--- config.mk ---
export PLATFORM = sky130hd
export DESIGN_NAME = rr_arbiter_8
export DESIGN_NICKNAME = d
export VERILOG_FILES = /design/src/rtl/rr_arbiter_8.sv
export SDC_FILE = /design/constraint.sdc
export NUM_CORES = 1
export LEC_CHECK = 0
export CORE_UTILIZATION = 58
export DETAILED_ROUTE_END_ITERATION = 7
export PLACE_DENSITY = 0.81
export SYNTH_ARGS = -nofsm -noshare
export SYNTH_HDL_FRONTEND = slang
export SYNTH_SLANG_ARGS = --single-unit
--- constraint.sdc ---
create_clock -name clk -period 3.6 [get_ports clk]
set_input_delay 0.36 -clock clk [delete_from_list [all_inputs] [get_ports clk]]
set_output_delay 0.36 -clock clk [all_outputs]
set_load 0.005 [all_outputs]
--- src/rtl/rr_arbiter_8.sv ---
// Eight-way round-robin arbiter with registered one-hot grant, encoded index and a hold limit
// that pre-empts a long-running owner while others wait.
module rr_arbiter_8 #(
  parameter int unsigned N_REQ    = 8,
  parameter int unsigned IDX_W    = 3,
  parameter int unsigned MAX_HOLD = 16
) (
  input  logic             clk,
  input  logic             rst_n,
  input  logic [N_REQ-1:0] req,
  input  logic             en,
  output logic [N_REQ-1:0] gnt,
  output logic [IDX_W-1:0] gnt_idx,
  output logic             gnt_vld
);

  typedef enum logic [1:0] {StIdle, StGrant, StRelease} state_e;

  localparam logic [7:0] HoldLast = 8'(MAX_HOLD - 1);

  state_e           state_q, state_d;
  logic [IDX_W-1:0] ptr_q, ptr_d;
  logic [IDX_W-1:0] idx_q, idx_d;
  logic [N_REQ-1:0] gnt_q, gnt_d;
  logic [7:0]       hold_q, hold_d;
  logic             found;
  logic [IDX_W-1:0] sel;

  always_ff @(posedge clk or negedge rst_n) begin
    if (!rst_n) begin
      state_q <= StIdle;
      ptr_q   <= '0;
      idx_q   <= '0;
      gnt_q   <= '0;
      hold_q  <= '0;
    end else begin
      state_q <= state_d;
      ptr_q   <= ptr_d;
      idx_q   <= idx_d;
      gnt_q   <= gnt_d;
      hold_q  <= hold_d;
    end
  end

  always_comb begin
    state_d = state_q;
    ptr_d   = ptr_q;
    idx_d   = idx_q;
    gnt_d   = gnt_q;
    hold_d  = hold_q;
    found   = 1'b0;
    sel     = '0;

    // Rotating priority scan: ptr has highest priority, ptr-1 (mod 8) lowest.
    for (int unsigned i = 0; i < N_REQ; i++) begin
      if (!found && req[ptr_q + IDX_W'(i)]) begin
        found = 1'b1;
        sel   = ptr_q + IDX_W'(i);
      end
    end

    unique case (state_q)
      StIdle: begin
        if (en && found) begin
          state_d    = StGrant;
          gnt_d      = '0;
          gnt_d[sel] = 1'b1;
          idx_d      = sel;
          ptr_d      = sel + IDX_W'(1);
          hold_d     = '0;
        end
      end
      StGrant: begin
        // A drop of req[g] and a hold-limit pre-emption release identically.
        if (!req[idx_q] || (hold_q == HoldLast && |(req & ~gnt_q))) begin
          state_d = StRelease;
          gnt_d   = '0;
          idx_d   = '0;
          hold_d  = '0;
        end else if (hold_q != HoldLast) begin
          hold_d = hold_q + 8'd1;
        end
      end
      StRelease: state_d = StIdle;
      default:   state_d = StIdle;
    endcase
  end

  always_comb begin
    gnt     = gnt_q;
    gnt_idx = idx_q;
    gnt_vld = |gnt_q;
  end

endmodule

==> flow_metrics.tcl, run 1 <==
set metrics [dict create \
    hp-class "flop to flop" \
    avgSynthCellArea_um2 9.26 \
    worstRegToRegCells 10 \
    crit_path_end_kind "flop" \
    detail_route.wl_per_cell_um 18.4 \
    n_fill_cell 311 \
    combPwrFrac_pct 77.2 \
    worstSetupPathType "flop to flop" \
    fin_nets 280 \
    dp_cells 309 \
    clk-insertion-delay-late_ps 260 \
    p_switching_w 0.00137 \
    maxCapViolations 0 \
    startpoint "ptr_q[1]$_DFFE_PN0P_" \
    path_clk_slew_ps 70 \
    fin_crit_ps 3400 \
    cts-htree-levels 1 \
    antenna_found_initial 0 \
    cts_sinks 24 \
    syn_nets 258 \
    stdcell_area_mm2 0.00260 \
    clockRootBuffer "clkbuf_8" \
    grt_pass1_vias 2012 \
    multi_input_area_mm2 0.00151 \
    ys_seq_area_share_pct 26.6 \
    ys_ff_latch 24 \
    p_int_w 0.00140 \
    r2r_slack_ps 200 \
    r2r-end "ptr_q[0]$_DFFE_PN0P_" \
    synth_top_cell_by_area "dfrtp_1" \
    wl_um 5750 \
    use_met1_pct 46.3 \
    firstDrtPassIters 5 \
    drc_errors 0 \
    clockBufferDepth 2 \
    synthesis.area_mm2 0.00226 \
    drv_slew 0 \
    slew_headroom_pct 30.9 \
    async_flop_share_pct 100 \
    power.leakage_nw 1.10 \
    sequentialPowerShare_pct 17.2 \
    io_buffer_count 22 \
    setup_viol 0 \
    grtUsageTotal_pct 31.0 \
    place_congestion 0.988 \
    area_delta_synth_final_pct 15.0 \
    die_x_um 64.4 \
    vias_per_cell 6.73 \
    drt-initial-drc-count 274 \
    drive_gt1_share_pct 17.8 \
    cts_tree "yes" \
    synthDistinctLibCells 55 \
    ant_nets 0 \
    post-route-period-util_pct 94.4 \
    hold_viol 0 \
    grt_pass1_wl_um 9870 \
    tightest_slew_ps 1030 \
    synthTopCellsByCount "nand2_1 (26), dfrtp_1 (24), inv_1 (19), nor2_1 (19), mux4_2 (15)" \
    yosysMostFrequentCell "nand2_1" \
    grt_setup_unrepaired "false" \
    max_freq_mhz 294 \
    instances_no_fill 312 \
    yosys.area.top_type_share_pct 26.6 \
    outcome "finished, final reports clean" \
    cts_buffers 3 \
    worst-path-max-fanout 8 \
    antenna_cells 0 \
    placed_area_mm2 0.00255 \
    switching_share_pct 49.5 \
    peakVddDrop_mv 0.653 \
    grt-ovfl-total 0 \
    ff_latch_area_um2 601 \
    synth_warnings 0 \
    coreArea_mm2 0.00369 \
    power.density_mw_per_mm2 1060 \
    initial_core_util_pct 61.2 \
    die_h_um 64.4 \
    worst-endpoint-required_ps 3770 \
    r2r-start "ptr_q[1]$_DFFE_PN0P_" \
    via_count 2099 \
    grt_use_met2_pct 46.4 \
    met3_usage_pct 7.50 \
    die_area_mm2 0.00415 \
    busiest_layer "met2" \
    synth_area_leaders "dfrtp_1 (27%), mux4_2 (15%), mux2_2 (5.5%)" \
    worstPathArrival_ps 3570 \
    start_kind "flop" \
    crit_end "ptr_q[0]$_DFFE_PN0P_" \
    synth_edf_count 0 \
    syn_inst 244 \
    num_rows 22 \
    boundaryPins 23 \
    power.share.clock_pct 5.6 \
    grt_max_degree 25 \
    ys.flop_type "dfrtp_1" \
    clock_skew_ps 4.32 \
    hpwl_um 4310 \
]
-- what timing repair did --
| action | 4_1_cts | 5_1_grt |
|---|---|---|
| pin swaps | 0 | 1 |
| resized for setup | 1 | 2 |
| endpoints found under the setup margin | 1 | 12 |
| hold buffers | 0 | 0 |
| buffers inserted | 0 | 0 |
-- metal layers --
metal / up-vias / wire length [um]
met5: - / 0
met4: 0 / 69
met3: 12 / 587
met2: 126 / 2520
met1: 999 / 2580
li1: 962 / -
-- worst min path at each step --
stage	start	cells after the start	endpoint
floorplan	rst_n	0	gnt[0]$_DFFE_PN0P_
global placement	hold_q[1]$_DFFE_PN0P_	1	hold_q[1]$_DFFE_PN0P_
detailed placement	hold_q[1]$_DFFE_PN0P_	1	hold_q[1]$_DFFE_PN0P_
CTS	hold_q[1]$_DFFE_PN0P_	1	hold_q[1]$_DFFE_PN0P_
global route	hold_q[1]$_DFFE_PN0P_	1	hold_q[1]$_DFFE_PN0P_
finish	hold_q[1]$_DFFE_PN0P_	1	hold_q[1]$_DFFE_PN0P_
-- kinds of logic (layout without fill, tap and decap cells) --
| group | count (synthesis) | after routing | share of synthesized area [%] |
|---|---|---|---|
| and+or+nand+nor | 81 | 81 | 17.6 |
| AOI/OAI and AO/OA | 53 | 53 | 18.4 |
| buffers and inverters | 37 | 57 | 6.98 |
| muxes | 36 | 36 | 24.9 |
| DFF | 24 | 24 | 26.6 |
| xor gates and xnor gates | 10 | 10 | 3.88 |
| adders and majority gates | 3 | 3 | 1.66 |
-- flip-flops by register name, summed over array words and instances (netlist names) --
| name | count |
|---|---|
| ptr_q | 3 |
| gnt | 8 |
| gnt_idx | 3 |
| hold_q | 8 |
| state_q | 2 |
-- per-stage QoR --
stage	util [%]	setup TNS, ps	hold WS (ps)	setup WS, ps	power [W]
2_1_floorplan	-	0	64.4	259	0.00201
3_3_place_gp	69.0	-381	520	-102	0.00251
3_5_place_dp	69.0	-806	526	-136	0.00254
4_1_cts	70.4	0	544	106	0.00271
5_1_grt	70.4	0	577	0.391	0.00298
6_report	70.4	0	542	201	0.00276
-- layout by cell type, fill, tap and decap left out, types with 5 or more instances in the layout --
| cell | synthesis | routed |
|---|---|---|
| nand2_1 | 26 | 26 |
| dfrtp_1 | 24 | 24 |
| clkdlybuf4s50_1 | 0 | 22 |
| inv_1 | 19 | 19 |
| nor2_1 | 19 | 19 |
| mux4_2 | 15 | 15 |
| buf_4 | 1 | 12 |
| mux2_2 | 11 | 11 |
| mux2i_1 | 10 | 10 |
| xor2_1 | 9 | 9 |
| nand3_1 | 6 | 6 |
| o2111ai_1 | 6 | 6 |
| o22ai_1 | 6 | 6 |
| a32o_1 | 5 | 5 |
| o21ai_0 | 5 | 5 |
| o31ai_1 | 5 | 5 |
-- area by class of cell --
cell class	instances	area share (%)
timing repair buffer	34	11.9
multi-input combinational	183	58.1
tap	48	2.31
inverter	20	2.89
sequential	24	23.1
clock buffer	3	1.59
-- worst max-delay path: stages, from the launching register on --
cell      delay [ps]
dfrtp_1          350
inv_1             60
ha_2             450
buf_4            190
mux2_2           360
mux4_2           500
nand2b_1         180
o41ai_2          450
or3_1            250
or3_1            260
a21boi_1         250
-- power by group through the flow --
stage | Combinational, W | Clock, W | Sequential [W]
after CTS | 0.00208 | 0.000157 | 0.000474
after global placement | 0.00203 | 0 | 0.000476
after detailed placement | 0.00206 | 0 | 0.000478
final | 0.00213 | 0.000154 | 0.000475
after floorplan | 0.00157 | 0 | 0.000436
after global routing | 0.00232 | 0.000167 | 0.000491
(Power assumes the default switching activity.)
==> run 2, diff against run 1 <==
--- a/config.mk
+++ b/config.mk
@@ -7,7 +7,7 @@
 export LEC_CHECK = 0
 export CORE_UTILIZATION = 58
 export DETAILED_ROUTE_END_ITERATION = 7
-export PLACE_DENSITY = 0.81
+export PLACE_DENSITY = 0.88
 export SYNTH_ARGS = -nofsm -noshare
 export SYNTH_HDL_FRONTEND = slang
 export SYNTH_SLANG_ARGS = --single-unit
==> run 2 against run 1 <==
Net effect: total power is 1.1% higher; core utilization is 0.47 points higher; combinational power is 2% higher; worst setup slack better by 60 ps; register-to-register slack better by 60 ps; sequential cell count stayed put; sequential power is 0.8% lower; critical path depth is 2 higher; cell count is 0.32% higher; clock skew is 0.50 ps higher; critical path type unchanged; largest cell class unchanged.
==> flow_metrics.tcl, run 2 (same netlist as run 1, synthesis figures left out) <==
set metrics [dict create \
    outcome "finished, final reports clean" \
    die_h_um 64.4 \
    power.density_mw_per_mm2 1070 \
    slew_headroom_pct 32.3 \
    clockRootBuffer "clkbuf_8" \
    via_count 2096 \
    place_ws_ps 24.0 \
    max_freq_mhz 299 \
    wl_um 5780 \
    maxCapViolations 0 \
    cts_sinks 24 \
    hp-class "flop to flop" \
    slowest_stage "ha_2" \
    coreArea_mm2 0.00369 \
    grt_pass1_vias 2022 \
    r2r_slack_ps 260 \
    power.leakage_nw 1.11 \
    vias_per_cell 6.70 \
    clock_skew_ps 4.82 \
    worst-endpoint-required_ps 3760 \
    hold_viol 0 \
    startpoint "ptr_q[1]$_DFFE_PN0P_" \
    place_congestion 1.01 \
    slowest_delay_ps 430 \
    setup_viol 0 \
    worstSetupPathType "flop to flop" \
    fin_crit_ps 3340 \
    drv_slew 0 \
    whs_path_depth 2 \
    firstDrtPassIters 5 \
    fin_nets 281 \
    r2r-start "ptr_q[1]$_DFFE_PN0P_" \
    grtUsageTotal_pct 30.5 \
    io_buffer_count 22 \
    cts_hold_buf 0 \
    crit_path_end_kind "flop" \
    tightest_slew_ps 1010 \
    min-delay-start "gnt[5]$_DFFE_PN0P_" \
    cp_num_buf_inv 3 \
    die_area_mm2 0.00415 \
    cts_buffers 3 \
    power_w 0.00279 \
    worstRegToRegCells 12 \
    clk-insertion-delay-late_ps 260 \
    ant_nets 0 \
    worst-path-max-fanout 14 \
    cts-htree-levels 1 \
    post-route-period-util_pct 92.7 \
    hpwl_um 4380 \
    boundaryPins 23 \
    final_cell_mix "nand2_1 (26), dfrtp_1 (24), clkdlybuf4s50_1 (22)" \
    die_x_um 64.4 \
    drt-initial-drc-count 346 \
    setup_slack_ps 261 \
    clockBufferDepth 2 \
    grt_setup_unrepaired "false" \
    hold_end "gnt[5]$_DFFE_PN0P_" \
    num_rows 22 \
    grt_max_degree 25 \
    area_delta_synth_final_pct 15.8 \
    path_delay_family "compound AO/OA/AOI/OAI gates" \
    cp_cell_sequence "inv_1 > ha_2 > buf_4 > mux2i_1 > a22oi_1 > a31oi_1 > o21ai_1 > o41ai_2 > or3_1 > or3_1 > buf_4 > o31ai_1" \
    drive_gt1_share_pct 18.9 \
    initial_core_util_pct 61.2 \
    mostFrequentLayoutCell "nand2_1" \
    start_kind "flop" \
    path_clk_slew_ps 80 \
    antenna_cells 0 \
    detail_route.wl_per_cell_um 18.5 \
    cts_tree "yes" \
    drc_errors 0 \
    antenna_found_initial 0 \
    peakVddDrop_mv 0.655 \
    worstPathArrival_ps 3500 \
    post-route-util_pct 70.9 \
    post_cts.repair.setup_buffers 0 \
    finalSetupTns_ps 0 \
    grt-ovfl-total 0 \
    grt_pass1_wl_um 9800 \
    r2r-end "gnt[1]$_DFFE_PN0P_" \
]
## run 2: power breakdown
part | internal, W | switching (W) | total, W
logic | 0.000990 | 0.00118 | 0.00217
registers | 0.000358 | 0.000113 | 0.000471
clock network | 0.0000745 | 0.0000734 | 0.000148
total | 0.00142 | 0.00137 | 0.00279
## run 2: routing by layer
layer,wire length [um],global-route usage [%],part of all wire [%]
met1,2330,39.9,40
met2,2950,51.3,51
met3,346,3.39,6.0
met4,153,11.9,2.6
met5,0,0,0
## run 2: area by class of cell
class                      count  area (um^2)
fill                         276         1070
multi-input combinational    183         1520
sequential                    24          601
timing repair buffer          35          318
clock buffer                   3         41.3
tap                           48         60.1
inverter                      20         75.1
## run 2: metrics by stage
step,hold WS [ps],instance area (um^2),std cells
after global placement,517,2550,310
after global routing,589,2620,313
after floorplan,64.4,2260,244
after detailed placement,527,2550,310
final,552,2620,313
after CTS,551,2590,313
## run 2: worst max-delay path by stage
stage / slack [ps] / cells past startpoint / end
final: 260 / 12 / gnt[1]$_DFFE_PN0P_
after global routing: 30 / 11 / gnt[1]$_DFFE_PN0P_
after CTS: 160 / 11 / hold_q[5]$_DFFE_PN0P_
after detailed placement: 20 / 10 / hold_q[7]$_DFFE_PN0P_
after global placement: 150 / 10 / hold_q[6]$_DFFE_PN0P_
after floorplan: 260 / 15 / ptr_q[2]$_DFFE_PN0P_
## run 2: what timing repair did
item | 4_1_cts | 5_1_grt
endpoints found under the hold margin | 0 | 0
setup endpoints to repair | 0 | 17
resized for setup | 0 | 5
## run 2: worst min-delay path: cells and delay by family (launching register included)
kind / cells / cell delay, ps
DFF: 1 / 400
and+or+nand+nor: 1 / 60
AOI/OAI and AO/OA: 1 / 60
==> run 3, diff against run 2 <==
--- a/config.mk
+++ b/config.mk
@@ -5,6 +5,7 @@
 export SDC_FILE = /design/constraint.sdc
 export NUM_CORES = 1
 export LEC_CHECK = 0
+export CORE_MARGIN = 5
 export CORE_UTILIZATION = 58
 export DETAILED_ROUTE_END_ITERATION = 7
 export PLACE_DENSITY = 0.88
==> run 3 against run 2 <==
Net effect: clock power is 23% higher; die area is 26% higher; clock skew is 3.7 ps lower; cell count is 0.64% higher; total power is 0.35% higher; combinational power hardly changed; largest cell class unchanged.
==> flow_metrics.tcl, run 3 (same netlist as run 1, synthesis figures left out) <==
set metrics [dict create \
    wl_um 5760 \
    area_delta_synth_final_pct 16.3 \
    power.density_mw_per_mm2 1070 \
    drv_slew 0 \
    r2r-start "ptr_q[1]$_DFFE_PN0P_" \
    r2r-end "gnt[5]$_DFFE_PN0P_" \
    tightest_slew_ps 1010 \
    fin_crit_ps 3330 \
    clockRootBuffer "clkbuf_8" \
    coreArea_mm2 0.00372 \
    path_clk_slew_ps 80 \
    clock_skew_ps 1.14 \
    grt_setup_unrepaired "false" \
    cts_tree "yes" \
    finalSetupTns_ps 0 \
    cts_sinks 24 \
    fin_nets 282 \
    grtUsageTotal_pct 23.4 \
    worstRegToRegCells 11 \
    wl_met3_um 334 \
    io_buffer_count 22 \
    detail_route.wl_per_cell_um 18.3 \
    grt_pass1_wl_um 9850 \
    grt_pass1_vias 2046 \
    final_cell_mix "nand2_1 (26), dfrtp_1 (24), clkdlybuf4s50_1 (22)" \
    die_x_um 72.4 \
    antenna_found_initial 0 \
    worst-endpoint-required_ps 3760 \
    boundaryPins 23 \
    start_kind "flop" \
    power_w 0.00280 \
    whs_path_depth 1 \
    post-route-util_pct 70.7 \
    worst-path-max-fanout 7 \
    placed_area_mm2 0.00256 \
    via_count 2089 \
    vias_per_cell 6.63 \
    min-delay-start "hold_q[1]$_DFFE_PN0P_" \
    hold_ws_ps 551 \
    post-route-period-util_pct 92.6 \
    drc_errors 0 \
    worstSetupPathType "flop to flop" \
    place_congestion 1.03 \
    stdcell_area_mm2 0.00263 \
    firstDrtPassIters 5 \
    maxCapViolations 0 \
    crit_path_end_kind "flop" \
    outcome "finished, final reports clean" \
    post_cts.repair.setup_buffers 0 \
    num_rows 22 \
    cts_buffers 3 \
    antenna_cells 0 \
    hold_viol 0 \
    met1_length_um 2400 \
    clk-insertion-delay-late_ps 270 \
    grt-ovfl-total 0 \
    clockBufferDepth 2 \
    hpwl_um 4320 \
    hp-class "flop to flop" \
    cts-htree-levels 1 \
    mostFrequentLayoutCell "nand2_1" \
    wl_met2_um 2900 \
    grt_max_degree 25 \
    max_freq_mhz 300 \
    die_h_um 72.4 \
    r2r_slack_ps 270 \
    die_area_mm2 0.00524 \
    power.leakage_nw 1.12 \
    setup_viol 0 \
    slew_headroom_pct 32.4 \
    drive_gt1_share_pct 18.7 \
    peakVddDrop_mv 0.701 \
    initial_core_util_pct 60.8 \
    ant_nets 0 \
    hold_end "hold_q[1]$_DFFE_PN0P_" \
    dr.max_layer_used "met4" \
    worstPathArrival_ps 3500 \
    drt-initial-drc-count 216 \
]
run 3: cell count changes in the layout (fill, tap and decap cells not counted):
cell	change
a221oi_1	+1
buf_4	+1
o21ai_1	-1
a221oi_2	-1
clkbuf_8	+1
a21oi_1	+1
o21ai_0	+1
a21oi_2	-1
run 3: layout make-up:
| class | instances | area [um^2] |
|---|---|---|
| Clock buffer | 4 | 55.1 |
| Fill cell | 280 | 1090 |
| Inverter | 20 | 75.1 |
| Multi-Input combinational cell | 183 | 1510 |
| Sequential cell | 24 | 601 |
| Tap cell | 48 | 60.1 |
| Timing Repair Buffer | 36 | 325 |
run 3: worst max-delay path by stage:
stage                                     from               endpoint  depth (start not counted)
after floorplan           ptr_q[1]$_DFFE_PN0P_   ptr_q[2]$_DFFE_PN0P_                         15
after global placement                  req[7]     gnt[7]$_DFFE_PN0P_                         10
after detailed placement                req[7]  hold_q[5]$_DFFE_PN0P_                         10
after CTS                 ptr_q[1]$_DFFE_PN0P_  hold_q[5]$_DFFE_PN0P_                         11
after global routing      ptr_q[1]$_DFFE_PN0P_     gnt[5]$_DFFE_PN0P_                         12
final                     ptr_q[1]$_DFFE_PN0P_     gnt[5]$_DFFE_PN0P_                         11
run 3: metal layers:
metal / GRT usage (%) / vias to the layer above
li1: - / 973
met4: 8.81 / 0
met3: 1.80 / 11
met2: 40.0 / 100
met1: 30.9 / 1005
met5: 0 / -
run 3: power by group:
| group | switching [W] | internal, W |
|---|---|---|
| combinational | 0.00116 | 0.000989 |
| sequential | 0.000111 | 0.000358 |
| clock | 0.0000843 | 0.0000977 |
| total | 0.00136 | 0.00145 |
run 3: per-stage QoR:
stage	cells	setup slack, ps
after CTS	315	216
final	315	266
after detailed placement	311	55.6
after global placement	311	201
after global routing	315	43.7
after floorplan	244	259
run 3: what timing repair did:
action,CTS,global route
hold buffers,0,0
endpoints found under the setup margin,0,7
gates resized for setup,0,2
run 3: critical path: stages (launching register included):
cell and delay, ps:
dfrtp_1 350, inv_1 80, ha_2 440, mux2_2 370, a221o_1 330, a211oi_2 230, o21a_2 250, nand3_2 100
o2111a_1 300, or3_1 380, buf_4 170, o31ai_1 240
